[src/rtl/serial_adder.sv]
// Bit-serial WIDTH-bit adder: one full-adder cell built from two half adders.
// The sum is formed LSB-first, one bit per clock, under a start/done handshake.
module half_adder (
    input  logic a,
    input  logic b,
    output logic s,
    output logic c
);
    assign s = a ^ b;
    assign c = a & b;
endmodule

module serial_adder #(
    parameter int WIDTH = 8
) (
    input  logic             iCLK,
    input  logic             iRST_N,
    input  logic             iSTART,
    input  logic [WIDTH-1:0] iA,
    input  logic [WIDTH-1:0] iB,
    output logic             oBUSY,
    output logic             oDONE,
    output logic [WIDTH-1:0] oSUM,
    output logic             oCARRY
);
    localparam int CW = $clog2(WIDTH);

    typedef enum logic [1:0] {
        IDLE  = 2'd0,
        SHIFT = 2'd1,
        DONE  = 2'd2
    } state_t;

    state_t state_q, state_d;
    logic [WIDTH-1:0] a_q, a_d;
    logic [WIDTH-1:0] b_q, b_d;
    logic [WIDTH-1:0] res_q, res_d;
    logic [WIDTH-1:0] sum_q, sum_d;
    logic [CW-1:0]    cnt_q, cnt_d;
    logic             carry_q, carry_d;
    logic             cout_q, cout_d;

    logic ha0_s, ha0_c, bit_s, ha1_c, carry_nxt;

    half_adder u_ha0 (
        .a (a_q[0]),
        .b (b_q[0]),
        .s (ha0_s),
        .c (ha0_c)
    );

    half_adder u_ha1 (
        .a (ha0_s),
        .b (carry_q),
        .s (bit_s),
        .c (ha1_c)
    );

    assign carry_nxt = ha0_c | ha1_c;

    always_comb begin
        state_d = state_q;
        a_d     = a_q;
        b_d     = b_q;
        res_d   = res_q;
        sum_d   = sum_q;
        cnt_d   = cnt_q;
        carry_d = carry_q;
        cout_d  = cout_q;
        unique case (state_q)
            IDLE: begin
                if (iSTART) begin
                    a_d     = iA;
                    b_d     = iB;
                    res_d   = '0;
                    cnt_d   = '0;
                    carry_d = 1'b0;
                    state_d = SHIFT;
                end
            end
            SHIFT: begin
                a_d     = a_q >> 1;
                b_d     = b_q >> 1;
                res_d   = {bit_s, res_q[WIDTH-1:1]};
                carry_d = carry_nxt;
                cnt_d   = cnt_q + 1'b1;
                // Last bit: publish the completed word, not the stale register.
                if (cnt_q == CW'(WIDTH - 1)) begin
                    sum_d   = {bit_s, res_q[WIDTH-1:1]};
                    cout_d  = carry_nxt;
                    state_d = DONE;
                end
            end
            DONE: begin
                state_d = IDLE;
            end
            default: begin
                state_d = IDLE;
            end
        endcase
    end

    always_ff @(posedge iCLK or negedge iRST_N) begin
        if (!iRST_N) begin
            state_q <= IDLE;
            a_q     <= '0;
            b_q     <= '0;
            res_q   <= '0;
            sum_q   <= '0;
            cnt_q   <= '0;
            carry_q <= 1'b0;
            cout_q  <= 1'b0;
        end else begin
            state_q <= state_d;
            a_q     <= a_d;
            b_q     <= b_d;
            res_q   <= res_d;
            sum_q   <= sum_d;
            cnt_q   <= cnt_d;
            carry_q <= carry_d;
            cout_q  <= cout_d;
        end
    end

    assign oBUSY  = (state_q == SHIFT);
    assign oDONE  = (state_q == DONE);
    assign oSUM   = sum_q;
    assign oCARRY = cout_q;
endmodule

[config.mk]
export PLATFORM = sky130hd
export DESIGN_NAME = serial_adder
export DESIGN_NICKNAME = d
export VERILOG_FILES = /design/src/rtl/serial_adder.sv
export SDC_FILE = /design/constraint.sdc
export NUM_CORES = 1
export LEC_CHECK = 0
export BUFFER_PORTS_ARGS = -buffer_cell sky130_fd_sc_hd__buf_2
export CORE_UTILIZATION = 25
export CTS_BUF_LIST = sky130_fd_sc_hd__clkbuf_2 sky130_fd_sc_hd__clkbuf_4 sky130_fd_sc_hd__clkbuf_8
export DETAILED_ROUTE_END_ITERATION = 6
export GPL_TIMING_DRIVEN = 0
export SLEW_MARGIN = 20
export SYNTH_ARGS = -nofsm -noshare
export SYNTH_HDL_FRONTEND = slang
export SYNTH_SLANG_ARGS = --single-unit
[constraint.sdc]
create_clock -name iCLK -period 4.4 [get_ports iCLK]
set_input_delay 0.44 -clock iCLK [delete_from_list [all_inputs] [get_ports iCLK]]
set_output_delay 0.44 -clock iCLK [all_outputs]
set_load 0.02 [all_outputs]
# Yosys cells after proc, flatten, opt, wreduce, memory -nomap -nowiden
# Index checks and enable logic that the tools add are counted.
# Widths: inputs -> output; s select.
# totals
reg_bits,39
output_inout_bits,11
elab_cells,37
# op_classes
n_addsub,1
eq_ne,5
muxes,13
bitwise,5
n_reduce_logical,5
# op_table
op,n
$pmux 8 s2,3
$mux 8,3
$pmux 3 s2,1
$reduce_and 2->1,3
$mux 2,2
$pmux 2 s2,1
$add 3x1->3 const B,1
$eq 3x3->1 const B,1
$mux 3,1
$and 1x1->1,2
$eq 2x1->1 const B,1
$eq 2x2->1 const B,1
$logic_not 2->1,1
$ne 2x1->1 const B,1
$ne 2x2->1 const B,1
$pmux 1 s2,1
$reduce_bool 2->1,1
$xor 1x1->1,2
$mux 1,1
$or 1x1->1,1

# Longest topological paths before layout
# Gate-level depths: netlist of the first run.
# logic_depth
ltp_word,4
depth_mapped,5
depth_no_buf,4

# Modules after synthesis
# Synthesis of the first run repeated with hierarchy kept, for this count alone.
# unflattened
hier_cells,138
hier_area_um2,1632.8
# by_module_without_submodules
module,n_inst,cells_per_inst,area_each_um2,seq_area_each_um2
serial_adder,1,136,1607.8,950.9
half_adder,2,1,12.5,0.0

# Worst setup path before layout of the first run
# Ideal clock, no wire load.
# synth_timing
path_kind,register to output
from,reg state_q[1]
to,out oDONE
t_arrival_ns,0.978
slack_ns,2.982
path_stages_with_launch,3
path_buffers,1
cell_sequence,dfrtp_1 -> buf_2 -> nor2b_1
# synth_between
elab_chain_len,1
# synth_rtl
element,line,text
start: declaration,34,"state_t state_q, state_d;"
start signal: assignment,114,state_q <= state_d;
$eq 2x2->1,126,assign oDONE = (state_q == DONE);
end: declaration,22,"output logic oDONE,"
# No other way between the ends.

# Worst setup path after layout of the first run
# layout_timing
from,reg state_q[0]
to,out oBUSY
# layout_between
elab_chain_len,1
# layout_rtl
element,line,text
$eq 2x1->1,125,assign oBUSY = (state_q == SHIFT);
end: declaration,21,"output logic oBUSY,"
# No other way between the ends.

==> results of run 1 <==
==> cells in the final DEF (no fill, tap or decap), types with 2 or more instances in the layout <==
cell type	instances
nand3b_1	2
mux2_4	9
bufinv_16	2
a211oi_2	12
a22o_1	10
a221oi_1	2
buf_6	3
dfrtp_1	38
nor3b_1	12
nor4b_2	7
nor4b_1	7
buf_2	35
clkbuf_8	5
inv_1	16
ha_1	2
==> cell families (layout without fill, tap and decap cells) <==
| kind of cell | Yosys count | count (layout) | synth area share [%] |
|---|---|---|---|
| muxes | 10 | 10 | 7.71 |
| AOI/OAI and AO/OA | 28 | 28 | 15.5 |
| DFF | 38 | 38 | 50.1 |
| adders and majority gates | 3 | 3 | 2.37 |
| buffers and inverters | 28 | 65 | 7.90 |
| and+or+nand+nor | 33 | 33 | 16.4 |
==> final timing paths <==
path	to	cells past startpoint
max in group asynchronous	a_q[7]	1
min in group iCLK	b_q[4]	3
setup / recovery	oBUSY	4
setup reg to reg	oCARRY	5
hold reg to reg	a_q[7]	1
hold / removal	oSUM[7]	1
==> where the power goes <==
group          total [W]  internal [W]  switching, W
logic           0.000677      0.000340      0.000337
registers       0.000602      0.000509     0.0000927
clock network   0.000360      0.000227      0.000133
==> cells in the mapped netlist <==
| cell | count | area share [%] |
|---|---|---|
| a21oi_1 | 1 | 0.26 |
| a211oi_2 | 12 | 7.9 |
| dfrtp_1 | 38 | 50 |
| nor4b_1 | 7 | 3.2 |
| nor3b_1 | 12 | 4.7 |
| nor4bb_1 | 1 | 0.53 |
| o221ai_1 | 1 | 0.46 |
| a21o_1 | 1 | 0.40 |
| clkbuf_1 | 1 | 0.20 |
| nor4b_2 | 7 | 5.5 |
| buf_2 | 6 | 1.6 |
| nand3b_1 | 2 | 0.79 |
| buf_6 | 3 | 1.8 |
| a22o_1 | 10 | 4.6 |
| buf_8 | 1 | 0.79 |
| buf_4 | 1 | 0.40 |
| fa_1 | 1 | 1.1 |
| o21bai_4 | 1 | 0.99 |
| mux2_2 | 1 | 0.59 |
| or2_0 | 1 | 0.33 |
| a221oi_1 | 2 | 0.92 |
| ha_1 | 2 | 1.3 |
| nor2b_4 | 1 | 0.72 |
| nand2_1 | 1 | 0.20 |
| nor2b_1 | 1 | 0.33 |
| mux2_4 | 9 | 7.1 |
| inv_1 | 16 | 3.2 |
==> flip-flops by register name, summed over array words and instances, names as in the netlist <==
signal,cells
a_q,8
b_q,8
oSUM,8
oCARRY,1
res_q,7
state_q,2
carry_q,1
cnt_q,3
==> final cells by class <==
cell class                      instances  area (µm²)
Multi-Input combinational cell         74         798
Fill cell                             787        4990
Buffer                                 12        90.1
Inverter                               16        60.1
Timing Repair Buffer                   29         145
Clock inverter                          3        68.8
Clock buffer                            5        68.8
Tap cell                               99         124
Sequential cell                        38         951
==> layer usage <==
layer  global-route usage (%)  vias to the layer above  share of wire [%]  wire, µm
li1                         -                      580                  -         -
met1                     15.7                      598                 53      1960
met2                     15.2                       38                 41      1530
met3                     3.42                        5                5.1       188
met4                     3.46                        0                1.0        39
met5                        0                        -                  0         0
==> metrics by stage <==
stage	utilization, %	instances	instance area (µm²)	hold slack (ns)
detailed placement	29.7	268	2170	0.473
global placement	29.7	268	2170	0.465
global route	31.6	276	2310	0.305
CTS	31.6	276	2310	0.290
floorplan	-	140	1900	0.144
finish	31.6	276	2310	0.247
==> results.md, run 1 <==
- VDD IR max: 0.222 mV
- Final number of max-transition violations: 0
- Netlist cell types: 27
- RSZ-0062 raised after global routing: no
- Critical Path Most Common Cell: buf_2
- Ant diodes: 0
- Worst-margin pin slew: 0.866 ns
- Residual DRC: 0
- Synth Area per Inst: 13.6 µm²
- Pre-CTS WS: 2.87 ns
- WP data required: 3.96 ns
- Post-Synthesis Cells: 140
- Max Buffers Root-to-Sink: 2
- TritonCTS buffer count: 5
- Critical path class: flip-flop to output port
- I/O Pins: 30
- Yosys warns: 0
- Fin crit period: 1.83 ns
- Rows: 31
- Post-Route WL: 3720 µm
- Crit-path leading delay family: buffers and inverters
- MaxCap Viol Count: 0
- Initial antenna violation count: 0
- Leakage: approximately 1.1 nW
- Drt pass-1 iters: 4
- Largest net degree at the start of global routing: 39
- Clk_lat worst skew: 0.29 ns
- CP arrival: between 1 and 1.5 ns
- Fin crit share: about two fifths
- CTS root buffer: clkbuf_8
- Worst setup startpoint: state_q[0]
- Total power: 0.00164 W
- Crit Path Max Fanout: 10
- Clk pin slew, worst setup/hold paths: around 0.08 ns
- Relative slew slack: a little over two fifths
- Wire length per cell: approximately 13 µm
- TNS Setup: 0 ns
- Nets: 198
- Hold crit path type: input pin to asynchronous set/reset pin
- Count of final hold-check violations: 0
- Final Wtd Congestion: 0.761
- HPWL reported at the end of detailed placement: approximately 2400 µm
- Critical path buffer and inverter count: 3
- CP cell instances: buf_6, nor2b_4, buf_2, buf_2
- Vias: 1221
- Netlist Area Pre-Place: 0.00190 mm²
- Slowest stage delay, CP: 0.35 ns
- Run status: finished clean
- Total GRT Usage: 10.8%
- # setup viols final: 0
- Seq cells post-synth: 38
- Pwr dens: roughly 710 mW/mm²
- Critical R2R Launch: cnt_q[0]
- Critical path's slowest cell: dfrtp_1
- Synthesized Nets: 162
- Area grow syn2layout: 21.4%
- Vias per cell: about 4.4
- CTS Hold Buffers Added: 0
- CTS tree: built
- Total gr overflow: 0
- Worst reg-to-reg setup slack: 2.90 ns
- CTS H-Tree Depth: 2
- First-pass GRT wire length: 6340 µm
- Post-CTS Setup Bufs: 0
- Die ar.: 0.00795 mm²
- Area of the core: 0.00729 mm²
- Initial core utilization: a little over a quarter
- Chip Width: 89.2 µm
- Vias in the first global route: approximately 1200
- Crit. End Element: output port
- Sequential fraction of the synthesis area: 50.1%
- Maximum clock frequency: 546 MHz
- CTS sink cnt: 38
- Layout cells sized above 1: 44.6%
- DRT iter0 DRCs: 42
- Post-route setup slack: around 2.6 ns
- Final ANT Viol Nets: 0
- Port buffer count: 29
- Chip Height: 89.2 µm
- Worst Skew: 0.00961 ns
- Crit start category: flip-flop
- CTS resizes: 0
No activity file was read; power rests on OpenSTA's default activity.
==> inputs of run 2 (changes only) <==
ABC_AREA = 1   (was default)
clock period = 1.73 ns   (was 4.4 ns; I/O delays follow)
==> run 2 against run 1 <==
Non-clock buffer count decreased by 3. Sequential cell count unchanged. Setup slack lost 2.4 ns. Utilization increased by 0.76 points. Hold slack lost 0.26 ns. The run now ends with hold timing left. Sequential power grew to 2.5 times the previous value. Critical path depth increased by 1. Wire length decreased by 0.56%. Cell count increased by 25%. Register-to-register slack worse by 2.5 ns. Largest cell class unchanged.
==> results.md, run 2 <==
- Run status: finished, violations left
- Failing checks: hold timing
- Rows: 30 (-3.2%)
- Max Buffers Root-to-Sink: 2 (unchanged)
- # setup viols final: 0 (unchanged)
- Post-Route WL: 3700 µm (-0.56%)
- Final Wtd Congestion: 0.763 (+0.26%)
- Fin crit period: 1.54 ns
- Worst setup startpoint: state_q[0]
- Net Sw Power: 0.00169 W (+200%)
- Hold crit path type: input pin to asynchronous set/reset pin
- Simple-gate share of the synthesized area: 24.7% (+8.3 points)
- Synth area leaders: dfrtp_1, nand2_1, nand3_1, inv_1, o21ai_2
- Area grow syn2layout: 21.8%
- Ant diodes: 0 (unchanged)
- Worst reg-to-reg setup slack: 0.37 ns (-2.53 ns)
- Residual DRC: 0 (unchanged)
- Seq cells post-synth: 38 (unchanged)
- Hold Worst Slack: -0.0151 ns (-0.262 ns)
- Clk pin slew, worst setup/hold paths: 0.09 ns (about the same)
- Leakage: 1.21 nW (+14%)
- Crit. End Element: output port
- CTS root buffer: clkbuf_8
- Commonest non-fill, non-tap cell in the layout: nand2_1
- Relative slew slack: 42.8% (+0.54 points)
- Power share of the clock group: 21.4% (-0.6 points)
- DRT iter0 DRCs: 72 (+71%)
- Count of final hold-check violations: 21 (+21)
- Register area: 951 µm² (unchanged)
- Post-Synthesis Cells: 212 (+51%)
- Port buffer count: 29 (unchanged)
- Worst Reg-to-Reg Cells: 6 (+1)
- Worst Skew: 0.0105 ns (+0.000938 ns)
- Total gr overflow: 0 (unchanged)
- Compound-Gate Fraction of Synth Area: 9.42% (-6.1 points)
- Final number of max-transition violations: 0 (unchanged)
- Nets: 270 (+36%)
- HPWL reported at the end of detailed placement: 2550 µm (+4.0%)
- Largest family of logic cells by synthesized area: simple AND/OR/NAND/NOR gates
- CTS resizes: 0 (unchanged)
- RSZ-0062 raised after global routing: no
- VDD IR max: 0.514 mV (+130%)
- WP data required: 1.56 ns (-2.40 ns)
- Pint: 0.00259 W (+140%)
- Post-synth top area share: 51.5% (+1.5 points)
- Commonest non-fill, non-tap cells in the layout: nand2_1, dfrtp_1, inv_1, buf_2, nand3_1
- Crit start category: flip-flop
- Initial antenna violation count: 0 (unchanged)
- Chip Height: 87.9 µm (-1.4%)
- I/O Pins: 30 (unchanged)
- Multi-input gate area: 676 µm² (-15%)
- Vias: 1420 (+16%)
- Layout cells sized above 1: 28.1% (-17 points)
- Pwr dens: 1900 mW/mm² (+170%)
- Vias per cell: 4.12 (-7.0%)
- Synth Area in Adders: 2.44% (+0.069 points)
- Netlist Area Pre-Place: 0.00185 mm² (-2.8%)
- Critical path class: flip-flop to output port
- Xor/xnor share of the synthesized area: 0% (unchanged)
- Yosys warns: 0 (unchanged)
- Critical R2R Launch: cnt_q[0]
- CP arrival: 1.37 ns (-0.02 ns)
- Mux share of post-synthesis cell area: 0% (-7.7 points)
- FF-to-FF End: oCARRY
- Top FF cell, synth: dfrtp_1
- Total power: 0.00428 W (+160%)
- Number of synthesized flops with an enable pin: 0 (unchanged)
- TNS Setup: 0 ns (unchanged)
- Clk_lat worst skew: 0.29 ns (about the same)
- Fin crit share: 89.0%
- Leading area contributor after synthesis: dfrtp_1
- Post-CTS Setup Bufs: 0 (unchanged)
- Final ANT Viol Nets: 0 (unchanged)
- Fillers: 757 (-3.8%)
- Chip Width: 87.9 µm (-1.4%)
- Largest net degree at the start of global routing: 39 (unchanged)
- Most instantiated cells after synthesis: nand2_1, dfrtp_1, inv_1, nand3_1, o21ai_2
- CTS sink cnt: 38 (unchanged)
- Vias in the first global route: 1353 (+8.8%)
- Flop pwr share: 35.8% (-0.9 points)
- Crit Path Max Fanout: 10 (unchanged)
- MaxCap Viol Count: 0 (unchanged)
- Maximum clock frequency: 650 MHz
- Synthesized Nets: 234 (+44%)
- Worst-margin pin slew: 0.858 ns (-0.00809 ns)
- Total GRT Usage: 11.0% (+0.21 points)
- Async SR Flop Fraction: 100% (unchanged)
- CTS H-Tree Depth: 2 (unchanged)
- Sequential fraction of the synthesis area: 51.5% (+1.5 points)
- First-pass GRT wire length: 6510 µm (+2.6%)
- Netlist cell types: 21 (-22%)
- Initial core utilization: 26.6% (+0.53 points)
- CTS Hold Buffers Added: 0 (unchanged)
- Synth Area per Inst: 8.71 µm² (-36%)
- TritonCTS buffer count: 5 (unchanged)
- Die ar.: 0.00773 mm² (-2.8%)
- Top-count cell post-synth: nand2_1
- Combinational power share: 42.9% (+1.6 points)
- Drt pass-1 iters: 4 (unchanged)
- Worst Setup EP: oBUSY
- CTS tree: built
- Wire length per cell: 10.7 µm (-20%)
- Sw Ratio: 39.4% (+5.1 points)
- Area of the core: 0.00694 mm² (-4.8%)
-- run 2: cell count changes after synthesis, moves of 12 or more --
| cell | change |
|---|---|
| nand2_1 | +66 |
| nand3_1 | +27 |
| a211oi_2 | -12 |
| inv_1 | +19 |
| o21ai_2 | +14 |
| nor3b_1 | -12 |
-- run 2: how the worst min path moves through the flow --
stage	to	depth (start not counted)	startpoint	slack, ns
global route	b_q[4]	1	iRST_N	0.06
finish	oSUM[5]	1	iRST_N	-0.02
detailed placement	oSUM[7]	1	iRST_N	0.35
global placement	b_q[2]	1	iRST_N	0.34
floorplan	a_q[0]	0	iRST_N	-0.12
CTS	res_q[2]	1	iRST_N	0.02
-- run 2: per-stage QoR --
stage	hold WS, ns	cell area, µm²	cells	utilization [%]	setup WS (ns)
finish	-0.0151	2250	345	32.4	0.190
detailed placement	0.347	2110	337	30.4	0.380
floorplan	-0.123	1850	212	-	0.498
global placement	0.342	2110	337	30.4	0.395
CTS	0.0246	2250	345	32.4	0.167
global route	0.0550	2250	345	32.4	0.0971
-- run 2: kinds of logic (layout without fill, tap and decap cells) --
kind of cell / count (synthesis) / count (layout)
simple gates: 104 / 104
flops: 38 / 38
buf+inv: 46 / 83
compound gates: 21 / 21
fa+ha+maj: 3 / 3
-- run 2: routing by layer --
layer  global-route usage (%)  vias to the layer above  routed length, µm
met1                     15.7                      653               1800
met5                        0                        -                  0
met4                     3.13                        0                 42
met2                     16.5                       40               1630
met3                     2.83                        6                225
li1                         -                      721                  -
-- run 2: layout make-up --
type,instances,area share [%]
Inverter,37,6.29
Clock inverter,3,3.06
Timing Repair Buffer,29,6.46
Sequential cell,38,42.3
Multi-Input combinational cell,128,30.1
Tap cell,96,5.34
Clock buffer,5,3.06
Buffer,9,3.45
-- run 2: power groups by stage --
stage,Sequential [W],Combinational (W),Clock [W]
after floorplan,0.00163,0.00131,0
after global placement,0.00153,0.00182,0
after detailed placement,0.00155,0.00186,0
after CTS,0.00153,0.00187,0.000941
after global routing,0.00159,0.00210,0.000983
final,0.00153,0.00183,0.000914
-- run 2: critical path: stages (launching register included) --
cell and delay (ns):
dfrtp_1 0.35, buf_6 0.15, inv_2 0.07, nor2_4 0.13, buf_4 0.20, buf_2 0.18
==> inputs of run 3 (changes only) <==
CTS_BUF_LIST = sky130_fd_sc_hd__clkbuf_2   (was sky130_fd_sc_hd__clkbuf_2 sky130_fd_sc_hd__clkbuf_4 sky130_fd_sc_hd__clkbuf_8)
clock period = 1.95 ns   (was 1.73 ns; I/O delays follow)
==> run 3 against run 2 <==
The run now ends clean. Count of clock-buffer cells in the layout unchanged. Hold slack improved by 0.10 ns. Clock power decreased by 30%. Non-clock buffer count increased by 3. Setup slack improved by 0.061 ns. Critical path depth unchanged. Via count increased by 1.1%. Design area decreased by 0.61%. Sequential share of layout area increased by 0.26 points.
==> results.md, run 3 (synthesis gave the netlist of run 2 again) <==
- Run status: finished clean
- CTS root buffer: clkbuf_2
- Pwr dens: 1620 mW/mm² (-15%)
- TritonCTS buffer count: 5 (unchanged)
- HPWL reported at the end of detailed placement: 2550 µm (unchanged)
- Final number of max-transition violations: 0 (unchanged)
- VDD IR max: 0.440 mV (-14%)
- CTS H-Tree Depth: 2 (unchanged)
- Final ANT Viol Nets: 0 (unchanged)
- Post-Route WL: 3690 µm (-0.11%)
- Commonest non-fill, non-tap cells in the layout: nand2_1, dfrtp_1, inv_1, buf_2, nand3_1
- Clk_lat worst skew: 0.40 ns (+0.11 ns)
- Count of final hold-check violations: 0 (-100%)
- Drt pass-1 iters: 4 (unchanged)
- Largest net degree at the start of global routing: 39 (unchanged)
- CP cell instances: buf_6, inv_2, nor2_4, buf_4, buf_2
- Worst Reg-to-Reg Cells: 6 (unchanged)
- First-pass GRT wire length: 6510 µm (unchanged)
- Leakage: 1.20 nW (-0.22%)
- TNS Setup: 0 ns (unchanged)
- Commonest non-fill, non-tap cell in the layout: nand2_1
- Combinational power share: 45.1% (+2.2 points)
- Total GRT Usage: 11.1% (+0.040 points)
- Clk pin slew, worst setup/hold paths: 0.20 ns (+0.11 ns)
- DRT iter0 DRCs: 85 (+18%)
- Ant diodes: 0 (unchanged)
- Relative slew slack: 43.3% (+0.53 points)
- Fin crit period: 1.70 ns
- Maximum clock frequency: 589 MHz
- Chip Height: 87.9 µm (unchanged)
- Final Wtd Congestion: 0.763 (unchanged)
- Rows: 30 (unchanged)
- Initial antenna violation count: 0 (unchanged)
- CP arrival: 1.50 ns (+0.13 ns)
- Max Buffers Root-to-Sink: 2 (unchanged)
- Power share of the clock group: 17.6% (-3.8 points)
- # setup viols final: 0 (unchanged)
- Residual DRC: 0 (unchanged)
- Total gr overflow: 0 (unchanged)
- Crit. End Element: output port
- MaxCap Viol Count: 0 (unchanged)
- Worst-margin pin slew: 0.850 ns (-0.00794 ns)
- Hold depth: 3
- Vias per cell: 4.12 (+0.19%)
- Core Util, Final: 32.2% (-0.20 points)
- Net Sw Power: 0.00149 W (-12%)
- Chip Width: 87.9 µm (unchanged)
- CTS tree: built
- Crit Path Max Fanout: 10 (unchanged)
- WP data required: 1.75 ns (+0.19 ns)
- Slowest stage delay, CP: 0.39 ns (+0.04 ns)
- Flop pwr share: 37.3% (+1.5 points)
- Vias in the first global route: 1372 (+1.4%)
- Area of the core: 0.00694 mm² (unchanged)
- Pint: 0.00213 W (-18%)
- Port buffer count: 29 (unchanged)
- Initial core utilization: 26.6% (unchanged)
- Die ar.: 0.00773 mm² (unchanged)
- Crit start category: flip-flop
- Area grow syn2layout: 21.1%
- Layout cells sized above 1: 27.8% (-0.33 points)
- Sw Ratio: 41.1% (+1.6 points)
- I/O Pins: 30 (unchanged)
- Critical path class: flip-flop to output port
- Vias: 1435 (+1.1%)
- Critical path's slowest cell: dfrtp_1
- Nets: 273 (+1.1%)
- Hold crit path type: input pin to flip-flop
- Critical path buffer and inverter count: 4 (unchanged)
- Worst Skew: 0.0237 ns (+0.0132 ns)
- CTS sink cnt: 38 (unchanged)
- Fin crit share: 87.1%
- Wire length per cell: 10.6 µm (-0.97%)
- RSZ-0062 raised after global routing: no
- Critical Path Stages: 5 (unchanged)
- Crit-path leading delay family: buffers and inverters
-- run 3: changes by cell type in the layout (fill, tap and decap cells not counted), sizes merged --
cell	before	now
dlygate4sd3	0	3
-- run 3: repair_timing --
item                                    4_1_cts  5_1_grt
endpoints found under the hold margin        40        0
buffers inserted                              0        0
gates resized for setup                       0        0
endpoints found under the setup margin        0        0
hold buffers                                  3        0
-- run 3: power by group through the flow --
| stage | Sequential, W | Clock [W] | Combinational (W) |
|---|---|---|---|
| 2_1_floorplan | 0.00145 | 0 | 0.00116 |
| 3_3_place_gp | 0.00136 | 0 | 0.00162 |
| 3_5_place_dp | 0.00137 | 0 | 0.00165 |
| 4_1_cts | 0.00136 | 0.000652 | 0.00166 |
| 5_1_grt | 0.00141 | 0.000686 | 0.00187 |
| 6_report | 0.00135 | 0.000637 | 0.00163 |
-- run 3: routing by layer --
layer	vias up	part of all wire, %	track usage (%)	wire, µm
li1	729	-	-	-
met1	661	50	15.5	1860
met2	38	43	16.6	1590
met3	7	5.5	2.83	203
met4	0	1.2	3.58	44
met5	-	0	0	0
-- run 3: metrics by stage --
stage	instance area, µm²	total power (W)	worst slack [ns]	hold slack (ns)	std cells
after floorplan	1850	0.00261	0.718	-0.101	212
after global placement	2110	0.00298	0.615	0.364	337
after detailed placement	2110	0.00302	0.600	0.369	337
after CTS	2230	0.00367	0.208	0.0572	348
after global routing	2230	0.00396	0.112	0.0290	348
final	2230	0.00362	0.251	0.0871	348
-- run 3: final timing paths --
check                            from       to  slack, ns
setup / recovery           state_q[0]    oBUSY       0.25
hold reg to reg               oSUM[7]  oSUM[7]       0.51
hold / removal                  iA[5]   a_q[5]       0.09
min in group asynchronous      iRST_N  oSUM[5]       0.39
setup reg to reg             cnt_q[0]   oCARRY       0.55
max in group asynchronous      iRST_N   b_q[4]       1.01
-- run 3: area by class of cell --
| type | instances | area, µm² |
|---|---|---|
| Multi-Input combinational cell | 128 | 676 |
| Buffer | 9 | 77.6 |
| Timing Repair Buffer | 32 | 175 |
| Clock buffer | 5 | 25.0 |
| Clock inverter | 3 | 68.8 |
| Sequential cell | 38 | 951 |
| Inverter | 37 | 141 |
| Fill cell | 758 | 4710 |
| Tap cell | 96 | 120 |
-- run 3: tightest hold or removal path: cells and delay by family --
kind | cells | cell delay [ns]
buffers and inverters | 1 | 0.10
AND/OR/NAND/NOR | 2 | 0.15
